`src/rtl/inst_port_arbiter.sv`:
```
// inst_port_arbiter: shares one combinational instruction-ROM port between the
// fetch stage (if_*) and code-space loads (dm_*). One grant per cycle, response
// captured at the grant edge and held until the requester accepts it.
// Build option: define INST_ARB_RR_EN for round-robin arbitration on conflict;
// the default build gives dm fixed priority.
module inst_port_arbiter (
  input  logic        clk,
  input  logic        rst,
  // fetch-stage requester
  input  logic        if_req,
  input  logic [31:0] if_addr,
  output logic        if_gnt,
  output logic        if_valid,
  input  logic        if_rdy,
  output logic [31:0] if_inst,
  // load-from-code-space requester
  input  logic        dm_req,
  input  logic [31:0] dm_addr,
  output logic        dm_gnt,
  output logic        dm_valid,
  input  logic        dm_rdy,
  output logic [31:0] dm_data,
  // shared ROM port
  output logic        rom_ce,
  output logic [31:0] rom_addr,
  input  logic [31:0] rom_inst,
  // pipeline stall
  output logic        stallreq_if
);

  logic        if_valid_q, if_valid_d;
  logic        dm_valid_q, dm_valid_d;
  logic [31:0] if_inst_q, if_inst_d;
  logic [31:0] dm_data_q, dm_data_d;
  logic        if_elig, dm_elig;
  logic        dm_wins;

  // A requester may be granted when its response slot is empty or is being
  // drained in this same cycle.
  assign if_elig = if_req & (~if_valid_q | if_rdy);
  assign dm_elig = dm_req & (~dm_valid_q | dm_rdy);

`ifdef INST_ARB_RR_EN
  typedef enum logic [1:0] {IDLE, LAST_IF, LAST_DM} state_e;
  state_e state_q;

  // IDLE doubles as the round-robin pointer's "IF preferred" position, so only
  // a cycle that directly follows an IF grant hands a conflict to dm.
  assign dm_wins = (state_q == LAST_IF);

  // Track the most recently granted requester (IDLE after a grant-free cycle).
  always_ff @(posedge clk or negedge rst) begin
    if (!rst) begin
      state_q <= IDLE;
    end else if (if_gnt) begin
      state_q <= LAST_IF;
    end else if (dm_gnt) begin
      state_q <= LAST_DM;
    end else begin
      state_q <= IDLE;
    end
  end
`else
  // Fixed priority: dm takes every conflict; a starved fetch shows on stallreq_if.
  assign dm_wins = 1'b1;
`endif

  // Grants are combinational and suppressed while reset is asserted.
  assign if_gnt = rst & if_elig & ~(dm_elig & dm_wins);
  assign dm_gnt = rst & dm_elig & ~(if_elig & ~dm_wins);

  assign rom_ce   = if_gnt | dm_gnt;
  assign rom_addr = if_gnt ? if_addr : (dm_gnt ? dm_addr : 32'h0);

  // Response slot next state: a grant refills (even while draining), an
  // accept without a grant empties, otherwise hold.
  always_comb begin
    if_valid_d = if_valid_q;
    if_inst_d  = if_inst_q;
    dm_valid_d = dm_valid_q;
    dm_data_d  = dm_data_q;
    if (if_gnt) begin
      if_valid_d = 1'b1;
      if_inst_d  = rom_inst;
    end else if (if_valid_q & if_rdy) begin
      if_valid_d = 1'b0;
    end
    if (dm_gnt) begin
      dm_valid_d = 1'b1;
      dm_data_d  = rom_inst;
    end else if (dm_valid_q & dm_rdy) begin
      dm_valid_d = 1'b0;
    end
  end

  // Response registers; reset discards anything not yet consumed.
  always_ff @(posedge clk or negedge rst) begin
    if (!rst) begin
      if_valid_q <= 1'b0;
      if_inst_q  <= 32'h0;
      dm_valid_q <= 1'b0;
      dm_data_q  <= 32'h0;
    end else begin
      if_valid_q <= if_valid_d;
      if_inst_q  <= if_inst_d;
      dm_valid_q <= dm_valid_d;
      dm_data_q  <= dm_data_d;
    end
  end

  assign if_valid = if_valid_q;
  assign if_inst  = if_inst_q;
  assign dm_valid = dm_valid_q;
  assign dm_data  = dm_data_q;

  assign stallreq_if = (if_req & ~if_gnt) | (if_valid_q & ~if_rdy);

endmodule
```
`config.mk`:
```
export PLATFORM = sky130hd
export DESIGN_NAME = inst_port_arbiter
export DESIGN_NICKNAME = d
export VERILOG_FILES = /design/src/rtl/inst_port_arbiter.sv
export SDC_FILE = /design/constraint.sdc
export NUM_CORES = 1
export LEC_CHECK = 0
export ABC_AREA = 1
export ABC_CLOCK_PERIOD_IN_PS = 3100
export BUFFER_PORTS_ARGS = -buffer_cell sky130_fd_sc_hd__buf_2
export CORE_UTILIZATION = 35
export CTS_BUF_LIST = sky130_fd_sc_hd__clkbuf_4
export DETAILED_ROUTE_END_ITERATION = 10
export HOLD_SLACK_MARGIN = 0.06
export PLACE_DENSITY = 0.64
export SYNTH_ARGS = -nofsm -noshare
export SYNTH_HDL_FRONTEND = slang
export SYNTH_SLANG_ARGS = --single-unit
```
`constraint.sdc`:
```
create_clock -name clk -period 3.1 [get_ports clk]
set_clock_uncertainty 0.2 [all_clocks]
set_input_delay 0.155 -clock clk [delete_from_list [all_inputs] [get_ports clk]]
set_output_delay 0.155 -clock clk [all_outputs]
set_load 0.005 [all_outputs]
```
# ---- Yosys cells after proc, flatten, opt, wreduce, memory -nomap -nowiden
# Index checks and enable logic that the tools add are counted.
dict set report word_totals {
  ff_bits 66
  inputBits 102
  out_inout_bits 102
  word_cells 30
}
dict set report classes {
  bitwise 18
  mux 6
  reduce_logical 2
}
# cell count
set ops {}
lappend ops {{2-to-1 mux 32 bit} 2}
lappend ops {{AND 1 bit} 9}
lappend ops {{NOT 1 bit} 5}
lappend ops {{2-to-1 mux 1 bit} 4}
lappend ops {{bitwise OR 1 bit} 4}
lappend ops {{nonzero test 2 bit} 2}

# ---- Logic depth before layout (Yosys ltp)
# Gate-level depths: netlist (run 1).
dict set report logic_depth {
  word_depth 8
  depth_mapped 8
  mapped_depth_nobuf 6
}

# ---- Worst setup path before layout (run 1)
# Ideal clock, no wire load.
dict set report synth_path {
  path_type {register -> output}
  start {reg dm_valid_q (netlist: dm_valid)}
  end {out rom_addr[10]}
  path_stages_with_launch 8
  t_arrival_ps 1050
  required_ps 2745
  n_path_buf 2
  path_slack_ps 1695
  path_cell_list {dfrtp_1 > nand2_2 > nand3_4 > inv_2 > buf_6 > buf_2 > nand2_1 > nand2_1}
}
dict set report synth_between {
  elab_chain_len 6
  elab_cells_between_ends 8
  classes_between {2 x mux; 6 x bitwise}
}
# item line
set synth_rtl {}
lappend synth_rtl {{start: declaration} 32} ;# logic dm_valid_q, dm_valid_d;
lappend synth_rtl {{start signal: assignment} 106} ;# dm_valid_q <= dm_valid_d;
lappend synth_rtl {{NOT 1 bit (*)} 41} ;# assign dm_elig = dm_req & (~dm_valid_q | dm_rdy);
lappend synth_rtl {{bitwise OR 1 bit (*)} 41}
lappend synth_rtl {{AND 1 bit (*)} 41}
lappend synth_rtl {{AND 1 bit or NOT 1 bit (tied branches)} {70, 69}}
lappend synth_rtl {{2-to-1 mux 32 bit or AND 1 bit (tied branches)} {73, 69}}
lappend synth_rtl {{2-to-1 mux 32 bit (*)} 73} ;# assign rom_addr = if_gnt ? if_addr : (dm_gnt ? dm_addr : 32'h0);
lappend synth_rtl {{end: declaration} 25} ;# output logic [31:0] rom_addr,
# Every way passes the cells marked *; elsewhere a longest branch is shown, timed or not.

# ---- Worst setup path in the final report (run 1)
dict set report layout_path {
  start {in dm_rdy}
  end {out rom_addr[20]}
}
dict set report layout_between {
  elab_chain_len 5
  elab_cells_between_ends 7
  classes_between {2 x mux; 5 x bitwise}
}
# item line
set layout_rtl {}
lappend layout_rtl {{start: declaration} 21} ;# input logic dm_rdy,
lappend layout_rtl {{bitwise OR 1 bit (*)} 41}
lappend layout_rtl {{AND 1 bit (*)} 41}
lappend layout_rtl {{AND 1 bit or NOT 1 bit (tied branches)} {70, 69}}
lappend layout_rtl {{2-to-1 mux 32 bit or AND 1 bit (tied branches)} {73, 69}}
lappend layout_rtl {{2-to-1 mux 32 bit (*)} 73}
# Marks and branches as above.

==> summary.json, run 1 <==
{
  "run_status": "finished clean",
  "pin_count_of_the_biggest_net_entering_global_routing": 55,
  "asyncSetResetFlopFracSynth_pct": 100,
  "vdd_drop_max_uv": 323,
  "cp_max_fo": 48,
  "cts_tree": "done",
  "initial_utilization_pct": 36.0,
  "power.share.switching_pct": 32.0,
  "synthSimpleGateAreaFrac_pct": 41.3,
  "final_design_area_no_fill_sq_um": 4820,
  "worstSkewPairLatency_ns": 0.40,
  "synthDominantCellAreaShare_pct": 49.6,
  "netlist_area_sq_um": 3330,
  "timing.final.hold_violations": 0,
  "max_freq_mhz": 395,
  "power_frac_clock_pct": 25.3,
  "synth.top_cells.by_count": "sky130_fd_sc_hd__nand2_1 (231), sky130_fd_sc_hd__dfrtp_1 (66), sky130_fd_sc_hd__nand3_1 (34), sky130_fd_sc_hd__nand3_2 (30), sky130_fd_sc_hd__buf_2 (8)",
  "rsz_0062_raised_after_global_routing": "false",
  "synth_top_family_by_area": "simple AND/OR/NAND/NOR gates",
  "timing.critical_path.to_type": "output port",
  "synth_top_cells_by_area": "sky130_fd_sc_hd__dfrtp_1 (50%), sky130_fd_sc_hd__nand2_1 (26%), sky130_fd_sc_hd__nand3_2 (9.0%), sky130_fd_sc_hd__nand3_1 (5.1%), sky130_fd_sc_hd__buf_12 (2.4%)",
  "route.vias.total": 3487,
  "critical_path.slowest_cell": "sky130_fd_sc_hd__buf_4",
  "setup_tns_ns": 0,
  "core.rowCount": 35,
  "synthesis.area_per_instance_sq_um": 8.38,
  "grt_pass1_vias": 3198,
  "max_transition_viols_final": 0,
  "insertedDiodeCount": 0,
  "period_share_pct": 81.6,
  "hold_ws_ns": 0.0989,
  "cts_buffers": 9,
  "postCtsSetupBuffers": 0,
  "totalWireLength_um": 10100,
  "detailed_place_hpwl_um": 6610,
  "synth_adder_area_share_pct": 0,
  "gp_congestion": 0.738,
  "detail_route.vias_per_cell": 4.57,
  "clockBufferDepth": 2,
  "synth_seq_area_share_pct": 49.6,
  "pwr_per_cell_area_nw_per_um2": 474,
  "routedWlPerCell_um": 13.2,
  "final.min_clock_period_ns": 2.53,
  "worst_setup_hold_path_clk_slew_ns": 0.11,
  "seq_power_share_pct": 48.0,
  "width_of_the_die_um": 99.5,
  "synth_compound_gate_area_share_pct": 0.489,
  "synth.most_common_cell": "sky130_fd_sc_hd__nand2_1",
  "grt_antenna_before_repair": 0,
  "worstSetupPathType": "in2out",
  "instances_no_fill": 763,
  "gr_overflow_total": 0,
  "max_slew.worst_pin.slew_ns": 0.697,
  "route.detailed.drc": 0,
  "drt_pass1_iterations": 4,
  "dpl_cell_area_sq_um": 4290,
  "critical_path_launch_point_type": "primary input",
  "io_buffer_count": 203,
  "drive_gt1_share_pct": 41.5,
  "maxCapViolCount": 0,
  "switching_power_uw": 729,
  "crit_path_max_incr_delay_ns": 0.59,
  "tightest_hold_check_type": "in2reg",
  "synthToLayoutAreaGrowth_pct": 44.8,
  "power.internal_uw": 1550,
  "pin_count": 204,
  "multi_input_comb_area_sq_um": 1400,
  "synth_enable_flop_cells": 0,
  "yosys.area_share.xor_xnor_pct": 0,
  "ys_dominant_reg_cell": "sky130_fd_sc_hd__dfrtp_1",
  "final-setup-viol-count": 0,
  "synthDistinctLibCells": 16,
  "regArea_sq_um": 1650,
  "comb_power_share_pct": 26.6,
  "postCtsResizedCells": 0,
  "critical_path_s_most_frequent_cell": "sky130_fd_sc_hd__buf_2",
  "postSynthNetCount": 499,
  "worst_ep_required_time_ns": 2.74,
  "detail_route.iter0.violations": 91,
  "floorplan.core_area_sq_um": 9240,
  "yosysTopAreaCell": "sky130_fd_sc_hd__dfrtp_1",
  "ctsHtreeMaxLevel": 3,
  "final_antenna_net_count": 0,
  "met1Wirelength_um": 4300,
  "dr.max_layer_used": "met4",
  "ys_seq_elements": 66,
  "num-fill-cells": 911,
  "fp.dieArea_sq_um": 9900,
  "critical_path_arrival_ns": 2.17,
  "wire_length_of_the_first_global_routing_pass_um": 15700,
  "die-height_um": 99.5,
  "syn-instance-count": 397,
  "nNetsFinal": 731,
  "crit_chain": "dlygate4sd3_1 -> buf_2 -> inv_1 -> nand2_2 -> nand2_4 -> buf_4 -> nand3_2 -> nand2_1 -> buf_2",
  "met3_length_um": 686,
  "worst_slew_margin_rel_pct": 53.3,
  "dpl.cell_count": 709,
  "clk_root_buffer_cell": "sky130_fd_sc_hd__clkbuf_4",
  "gr-usage-all-layers_pct": 20.4,
  "leakagePower_uw": 0.00285,
  "yosysWarnings": 0,
  "cts.sink_count": 66,
  "route.met2.wl_um": 4870,
  "synth.mux.area_fraction_pct": 0
}
## worst max-delay path: cells and delay by family
family	cells	cell delay [ns]
buffers and inverters	5	1.40
and+or+nand+nor	4	0.59
## repair_timing
action | 4_1_cts | 5_1_grt
setup endpoints to repair | 0 | 0
endpoints found under the hold margin | 78 | 0
hold buffers | 38 | 0
## kinds of logic after synthesis
kind of cell | count (synthesis)
AOI/OAI and AO/OA | 1
buffers and inverters | 31
and+or+nand+nor | 299
DFF | 66
## power groups by stage
stage,combinational [uW],clock [uW],sequential [uW]
final,608,578,1100
after global routing,687,640,1110
after CTS,615,605,1090
after detailed placement,579,0,1110
after global placement,571,0,1100
after floorplan,255,0,1120
## stage by stage
step / power, uW / util, % / setup WS (ns)
final: 2280 / 52.1 / 0.571
after global routing: 2440 / 52.1 / 0.440
after CTS: 2310 / 52.1 / 0.551
after detailed placement: 1690 / 46.5 / 1.05
after global placement: 1670 / 46.5 / 1.10
after floorplan: 1380 / - / 1.69
## metal layers
metal	global-route usage, %	up-vias
met5	0	-
met4	8.60	0
met3	4.36	15
met2	35.0	150
met1	24.9	1617
li1	-	1705
## cell usage in the layout, fill, tap and decap left out, drive strengths merged
master       Yosys  routed
dfrtp           66      66
clkinv           0       1
buf             22     210
bufinv           0       1
nand3           65      65
nand2          234     234
inv              4       5
clkinvlp         0       3
a21oi            1       1
clkbuf           5      10
dlygate4sd3      0      38
## worst paths after layout
kind	from	slack, ns	cells past startpoint	to
setup reg to reg	dm_valid	1.07	7	dm_data[27]
min in group asynchronous	rst	0.36	3	dm_data[27]
hold reg to reg	if_inst[28]	0.28	2	if_inst[28]
hold / removal	dm_req	0.1	5	dm_data[10]
setup / recovery	dm_rdy	0.57	9	rom_addr[20]
max in group asynchronous	rst	1.56	3	dm_valid
## cell type report
type	instances	share of cell area, %
Clock inverter	6	1.38
Tap cell	129	3.35
Timing Repair Buffer	248	30.1
Multi-Input combinational cell	300	29.0
Sequential cell	66	34.3
Clock buffer	10	1.56
Inverter	4	0.312
## state kept, by name, summed over array words and instances (netlist names)
register  flops
if_inst      32
dm_data      32
dm_valid      1
if_valid      1
Note: power is estimated with default switching activity, not from simulation.
==> inputs of run 2 (changes only) <==
- ABC_AREA: 1 -> 0
- ABC_CLOCK_PERIOD_IN_PS: 3100 -> 2200
- PLACE_DENSITY: 0.64 -> 0.7
- clock period: 3.1 -> 2.2 ns (I/O delays scaled with it)
==> run 2 against run 1 <==
Net effect: via count down 23%; synthesized area shrank 13%; power increased by 44%; core utilization rose by 6.2 points; sequential cell count unchanged; final cell count is 29% lower; wire length decreased by 7.7%; sequential power is 44% higher; critical endpoint is now rom_addr[29]; worst hold slack better by 0.17 ns.
==> summary.json, run 2 <==
{
  "worst_r2r_dst": "if_inst[22]",
  "totalWireLength_um": 9290,
  "cp_max_fo": 28,
  "synth_seq_area_share_pct": 57.2,
  "pwr_per_cell_area_nw_per_um2": 720,
  "max_transition_viols_final": 0,
  "netlist_area_sq_um": 2890,
  "pin_count": 204,
  "run_status": "finished clean",
  "layout_commonest_cell": "sky130_fd_sc_hd__buf_2",
  "cts_buffers": 9,
  "width_of_the_die_um": 92.8,
  "ys_dominant_reg_cell": "sky130_fd_sc_hd__dfrtp_1",
  "drive_gt1_share_pct": 65.5,
  "setup_tns_ns": 0,
  "grt_antenna_before_repair": 0,
  "gr-usage-all-layers_pct": 21.3,
  "totalPowerFinal_uw": 3300,
  "drt_pass1_iterations": 5,
  "cts.sink_count": 66,
  "final-setup-viol-count": 0,
  "vdd_drop_max_uv": 446,
  "max_freq_mhz": 478,
  "reg2regPathDepth": 5,
  "insertedDiodeCount": 0,
  "route.vias.total": 2700,
  "dpl_worst_slack_ns": 0.0930,
  "synth.most_common_cell": "sky130_fd_sc_hd__dfrtp_1",
  "leakagePower_uw": 0.00230,
  "grt_pass1_vias": 2734,
  "floorplan.core_area_sq_um": 7850,
  "rsz_0062_raised_after_global_routing": "false",
  "timing.final.hold_violations": 0,
  "critical_path_launch_point_type": "primary input",
  "regArea_sq_um": 1650,
  "critical_path_arrival_ns": 1.78,
  "timing.critical_path.to_type": "output port",
  "synthesis.area_per_instance_sq_um": 15.0,
  "cts_tree": "done",
  "synth_top_cells_by_area": "sky130_fd_sc_hd__dfrtp_1 (57%), sky130_fd_sc_hd__mux2_2 (21%), sky130_fd_sc_hd__a32o_1 (11%), sky130_fd_sc_hd__mux2_1 (4.3%), sky130_fd_sc_hd__buf_2 (1.2%)",
  "syn-instance-count": 192,
  "pin_count_of_the_biggest_net_entering_global_routing": 34,
  "die-height_um": 92.8,
  "hold_ws_ns": 0.273,
  "worst_slew_margin_rel_pct": 74.9,
  "detail_route.iter0.violations": 84,
  "min_to": "if_inst[11]",
  "synth_enable_flop_cells": 0,
  "worst_ep_required_time_ns": 1.89,
  "period_share_pct": 95.2,
  "tightest_hold_check_type": "in2reg",
  "initial_utilization_pct": 36.8,
  "max_slew.worst_pin.slew_ns": 0.376,
  "worstSkewPairLatency_ns": 0.41,
  "io_buffer_count": 203,
  "maxCapViolCount": 0,
  "wire_length_of_the_first_global_routing_pass_um": 13800,
  "clk_root_buffer_cell": "sky130_fd_sc_hd__clkbuf_4",
  "worst_setup_hold_path_clk_slew_ns": 0.13,
  "timing.hold.worst_path_depth": 3,
  "routedWlPerCell_um": 17.1,
  "synth.top_cells.by_count": "sky130_fd_sc_hd__dfrtp_1 (66), sky130_fd_sc_hd__mux2_2 (53), sky130_fd_sc_hd__a32o_1 (32), sky130_fd_sc_hd__mux2_1 (11), sky130_fd_sc_hd__buf_2 (7)",
  "synthDistinctLibCells": 18,
  "ff2ff_setup_slack_ns": 0.39,
  "gr_overflow_total": 0,
  "worstSetupPathType": "in2out",
  "num-fill-cells": 690,
  "yosysWarnings": 0,
  "core.rowCount": 32,
  "synthDominantCellAreaShare_pct": 57.2,
  "asyncSetResetFlopFracSynth_pct": 100,
  "worst_min_path_start": "rom_inst[11]",
  "detailed_place_hpwl_um": 6390,
  "crit-reg2reg-launch": "if_valid",
  "multi_input_comb_area_sq_um": 1130,
  "clockBufferDepth": 2,
  "gp_congestion": 0.726,
  "ctsHtreeMaxLevel": 3,
  "fp.dieArea_sq_um": 8610,
  "final_cell_mix": "sky130_fd_sc_hd__buf_2 (202), sky130_fd_sc_hd__dfrtp_1 (66), sky130_fd_sc_hd__mux2_2 (53)",
  "ys_seq_elements": 66,
  "final_antenna_net_count": 0,
  "detail_route.vias_per_cell": 4.98,
  "yosysTopAreaCell": "sky130_fd_sc_hd__dfrtp_1",
  "route.detailed.drc": 0,
  "final.min_clock_period_ns": 2.09,
  "layout_setup_ws_ns": 0.106,
  "synthToLayoutAreaGrowth_pct": 58.5,
  "nNetsFinal": 537,
  "postSynthNetCount": 294
}
[run 2: cell types whose count changed after synthesis, sizes merged, moves of 2 or more]
cell and delta:
a32o +32, buf -9, inv -3, mux2 +64
nand2 -232, nand2b +2, nand3 -64, nor2 +2
[run 2: cell type report]
cell class	count	share of cell area (%)
flip-flops and latches	66	36.1
inverters	1	0.0821
clock buffers	9	1.48
repair buffers	250	33.4
multi-input cells	107	24.7
clock inverters	7	1.48
well taps	102	2.79
[run 2: worst max path at each step]
stage | startpoint | to | slack, ns | cells after the start
after global routing | if_valid | rom_addr[5] | 0.0008 | 6
after global placement | dm_valid | rom_addr[7] | 0.19 | 4
final | dm_rdy | rom_addr[29] | 0.11 | 8
after CTS | dm_valid | rom_addr[29] | 0.002 | 4
after floorplan | if_valid | if_inst[16] | 0.54 | 4
after detailed placement | dm_valid | rom_addr[7] | 0.09 | 4
[run 2: critical path: stages]
cell                            delay, ns
sky130_fd_sc_hd__dlygate4sd3_1       0.55
sky130_fd_sc_hd__buf_2               0.12
sky130_fd_sc_hd__nand2b_4            0.15
sky130_fd_sc_hd__a211oi_4            0.24
sky130_fd_sc_hd__buf_4               0.16
sky130_fd_sc_hd__buf_12              0.17
sky130_fd_sc_hd__a32o_1              0.15
sky130_fd_sc_hd__buf_2               0.12
[run 2: per-layer routing]
layer | routed length, um | vias up | GRT usage (%)
met4 | 199 | 0 | 9.23
met2 | 4940 | 129 | 38.5
met1 | 3560 | 1329 | 23.8
met3 | 594 | 20 | 5.01
met5 | 0 | - | 0
li1 | - | 1222 | -
[run 2: cell families after synthesis]
group                  count (synthesis)  synth area share (%)
AO/OA/AOI/OAI                         33                  11.8
buffers and inverters                 19                  3.81
flip-flops                            66                  57.2
multiplexers                          64                  25.0
AND/OR/NAND/NOR                       10                  2.21
[run 2: report_power, final]
part	total (uW)	switching, uW	leakage [uW]	internal (uW)
clock network	798	451	0.0000802	347
registers	1580	119	0.000779	1460
logic	918	373	0.00145	545
[run 2: repair_timing]
item	CTS	global route
setup buffers	2	0
setup endpoints to repair	33	32
pin swaps	1	0
endpoints found under the hold margin	132	0
gates cloned	1	1
hold buffers	37	0
gates resized for setup	3	1
[run 2: per-stage QoR]
stage / std cells / instance area (sq um) / util (%)
2_1_floorplan: 192 / 2890 / -
3_3_place_gp: 485 / 4000 / 50.9
3_5_place_dp: 485 / 4000 / 50.9
4_1_cts: 541 / 4550 / 58.0
5_1_grt: 542 / 4570 / 58.3
6_report: 542 / 4570 / 58.3
==> inputs of run 3 (changes only) <==
- ABC_AREA: 0 -> 1
- CORE_UTILIZATION: 35 -> 40
- PLACE_DENSITY: 0.7 -> 0.75
==> run 3 against run 2 <==
Net effect: first-iteration DRC count grew 95%; power shrank 7.6%; fmax grew 2.3%; critical endpoint is now rom_addr[28]; register-to-register slack gained 0.30 ns; largest cell class unchanged; sequential power shrank 3%; clock power shrank 22%; setup slack gained 0.047 ns; largest power group unchanged; non-clock buffer count is the same.
==> summary.json, run 3 (synthesized netlist as in run 1, its figures left out) <==
{
  "run_status": "finished clean",
  "num-fill-cells": 733,
  "width_of_the_die_um": 93.2,
  "grt_pass1_vias": 3467,
  "detail_route.vias_per_cell": 4.76,
  "fp.dieArea_sq_um": 8690,
  "grtUsageMet3_pct": 4.88,
  "cts.sink_count": 66,
  "worstSkewPairLatency_ns": 0.39,
  "hold_buffers": 35,
  "nNetsFinal": 733,
  "grt_util_met2_pct": 45.0,
  "pin_count_of_the_biggest_net_entering_global_routing": 49,
  "final.min_clock_period_ns": 2.05,
  "drive_gt1_share_pct": 41.8,
  "rsz_0062_raised_after_global_routing": "false",
  "max_slew.worst_pin.slew_ns": 0.619,
  "gr_overflow_total": 0,
  "worstSetupPathType": "reg2out",
  "worst_ep_required_time_ns": 1.89,
  "route.detailed.drc": 0,
  "postCtsResizedCells": 0,
  "max_transition_viols_final": 0,
  "layout_commonest_cell": "sky130_fd_sc_hd__nand2_1",
  "dpl.cell_count": 687,
  "crit_chain": "nand2_2 -> nand3_4 -> inv_2 -> buf_4 -> nand2_1 -> nand2_1 -> buf_2",
  "period_share_pct": 93.0,
  "vdd_drop_max_uv": 387,
  "routedWlPerCell_um": 14.2,
  "max_freq_mhz": 489,
  "timing.final.hold_violations": 0,
  "insertedDiodeCount": 0,
  "timing.critical_path.to_type": "output port",
  "instances_no_fill": 736,
  "leakagePower_uw": 0.00286,
  "maxCapViolCount": 0,
  "postCtsSetupBuffers": 0,
  "cp_max_fo": 21,
  "pin_count": 204,
  "final_cell_mix": "sky130_fd_sc_hd__nand2_1 (230), sky130_fd_sc_hd__buf_2 (203), sky130_fd_sc_hd__dfrtp_1 (66)",
  "detailed_place_hpwl_um": 7370,
  "initial_utilization_pct": 42.2,
  "setup_tns_ns": 0,
  "global_route.peak_usage_layer": "met2",
  "floorplan.core_area_sq_um": 7890,
  "layout_setup_ws_ns": 0.153,
  "crit_path_max_incr_delay_ns": 0.39,
  "clk_root_buffer_cell": "sky130_fd_sc_hd__clkbuf_4",
  "io_buffer_count": 203,
  "final-setup-viol-count": 0,
  "detail_route.iter0.violations": 164,
  "clockBufferDepth": 2,
  "cpLargestDelayFamily": "buffers and inverters",
  "grtUsageMet1_pct": 27.8,
  "tightest_hold_check_type": "in2reg",
  "cp.buffers_inverters": 3,
  "final_antenna_net_count": 0,
  "pwr_per_cell_area_nw_per_um2": 638,
  "synthToLayoutAreaGrowth_pct": 43.6,
  "critical_path_launch_point_type": "register",
  "cts_buffers": 9,
  "multi_input_comb_area_sq_um": 1390,
  "critical_path_s_most_frequent_cell": "sky130_fd_sc_hd__nand2_1",
  "critical_path_arrival_ns": 1.74,
  "worst_setup_hold_path_clk_slew_ns": 0.08,
  "ctsHtreeMaxLevel": 3,
  "cts_tree": "done",
  "critical_path.slowest_cell": "sky130_fd_sc_hd__dfrtp_1",
  "regArea_sq_um": 1650,
  "wire_length_of_the_first_global_routing_pass_um": 16600,
  "route.vias.total": 3506,
  "gr-usage-all-layers_pct": 24.9,
  "dpl_worst_slack_ns": 0.565,
  "gp_congestion": 0.761,
  "worst_slew_margin_rel_pct": 58.7,
  "grt_antenna_before_repair": 0,
  "die-height_um": 93.2,
  "core.rowCount": 32,
  "totalWireLength_um": 10400,
  "drt_pass1_iterations": 6
}
run 3: cell types whose count changed in the layout (fill, tap and decap cells not counted), moves of 2 or more:
cell / previous run / this run
sky130_fd_sc_hd__nand2_2: 0 / 4
sky130_fd_sc_hd__inv_1: 1 / 3
sky130_fd_sc_hd__inv_6: 2 / 0
sky130_fd_sc_hd__clkinv_2: 4 / 2
sky130_fd_sc_hd__mux2_1: 11 / 0
sky130_fd_sc_hd__a32o_1: 32 / 0
sky130_fd_sc_hd__nand3_1: 0 / 34
sky130_fd_sc_hd__nand3_2: 1 / 30
sky130_fd_sc_hd__nand2_1: 2 / 230
sky130_fd_sc_hd__buf_4: 7 / 9
sky130_fd_sc_hd__dlygate4sd3_1: 37 / 35
sky130_fd_sc_hd__nor2_1: 2 / 0
sky130_fd_sc_hd__mux2_2: 53 / 0
run 3: power by group:
group          leakage (uW)  internal [uW]  total (uW)  switching, uW
Clock             0.0000555            225         622            397
Combinational       0.00198            416         880            465
Sequential         0.000821           1430        1540            119
Total               0.00286           2070        3050            980
run 3: worst min-delay path: stages:
cell and delay (ns):
sky130_fd_sc_hd__buf_2 0.12, sky130_fd_sc_hd__nand3_4 0.08, sky130_fd_sc_hd__buf_4 0.25, sky130_fd_sc_hd__nand2_1 0.10
run 3: path summary, 6_finish.rpt:
kind                                 start      endpoint  slack, ns  depth (start not counted)
worst min-delay path                dm_req      dm_valid       0.11                          4
max in group asynchronous              rst    dm_data[0]       1.06                          3
min in group asynchronous              rst    if_inst[6]       0.12                          3
worst min register to register  if_inst[9]    if_inst[9]       0.27                          2
worst max register to register    dm_valid   dm_data[25]       0.69                          6
worst max-delay path              dm_valid  rom_addr[28]       0.15                          7
run 3: through the flow:
step           cell area [sq um]  utilization, %  power, uW  hold slack (ns)
2_1_floorplan               3330               -       1940           -0.386
3_3_place_gp                4330            54.9       2370         -0.00356
3_5_place_dp                4330            54.9       2400         -0.00716
4_1_cts                     4780            60.6       3080           0.0739
5_1_grt                     4780            60.6       3260            0.114
6_report                    4780            60.6       3050            0.113
run 3: per-layer routing:
metal  share of wire (%)  vias up
met5                   0        -
met4                 2.9        0
met3                 7.9       24
met2                  51      175
met1                  38     1605
li1                    -     1702
run 3: cell type report:
cell class,instances,share of cell area (%)
multi-input combinational,300,29.2
timing repair buffer,250,31.3
inverter,4,0.314
sequential,66,34.6
clock inverter,4,0.445
clock buffer,10,1.57
tap,102,2.67
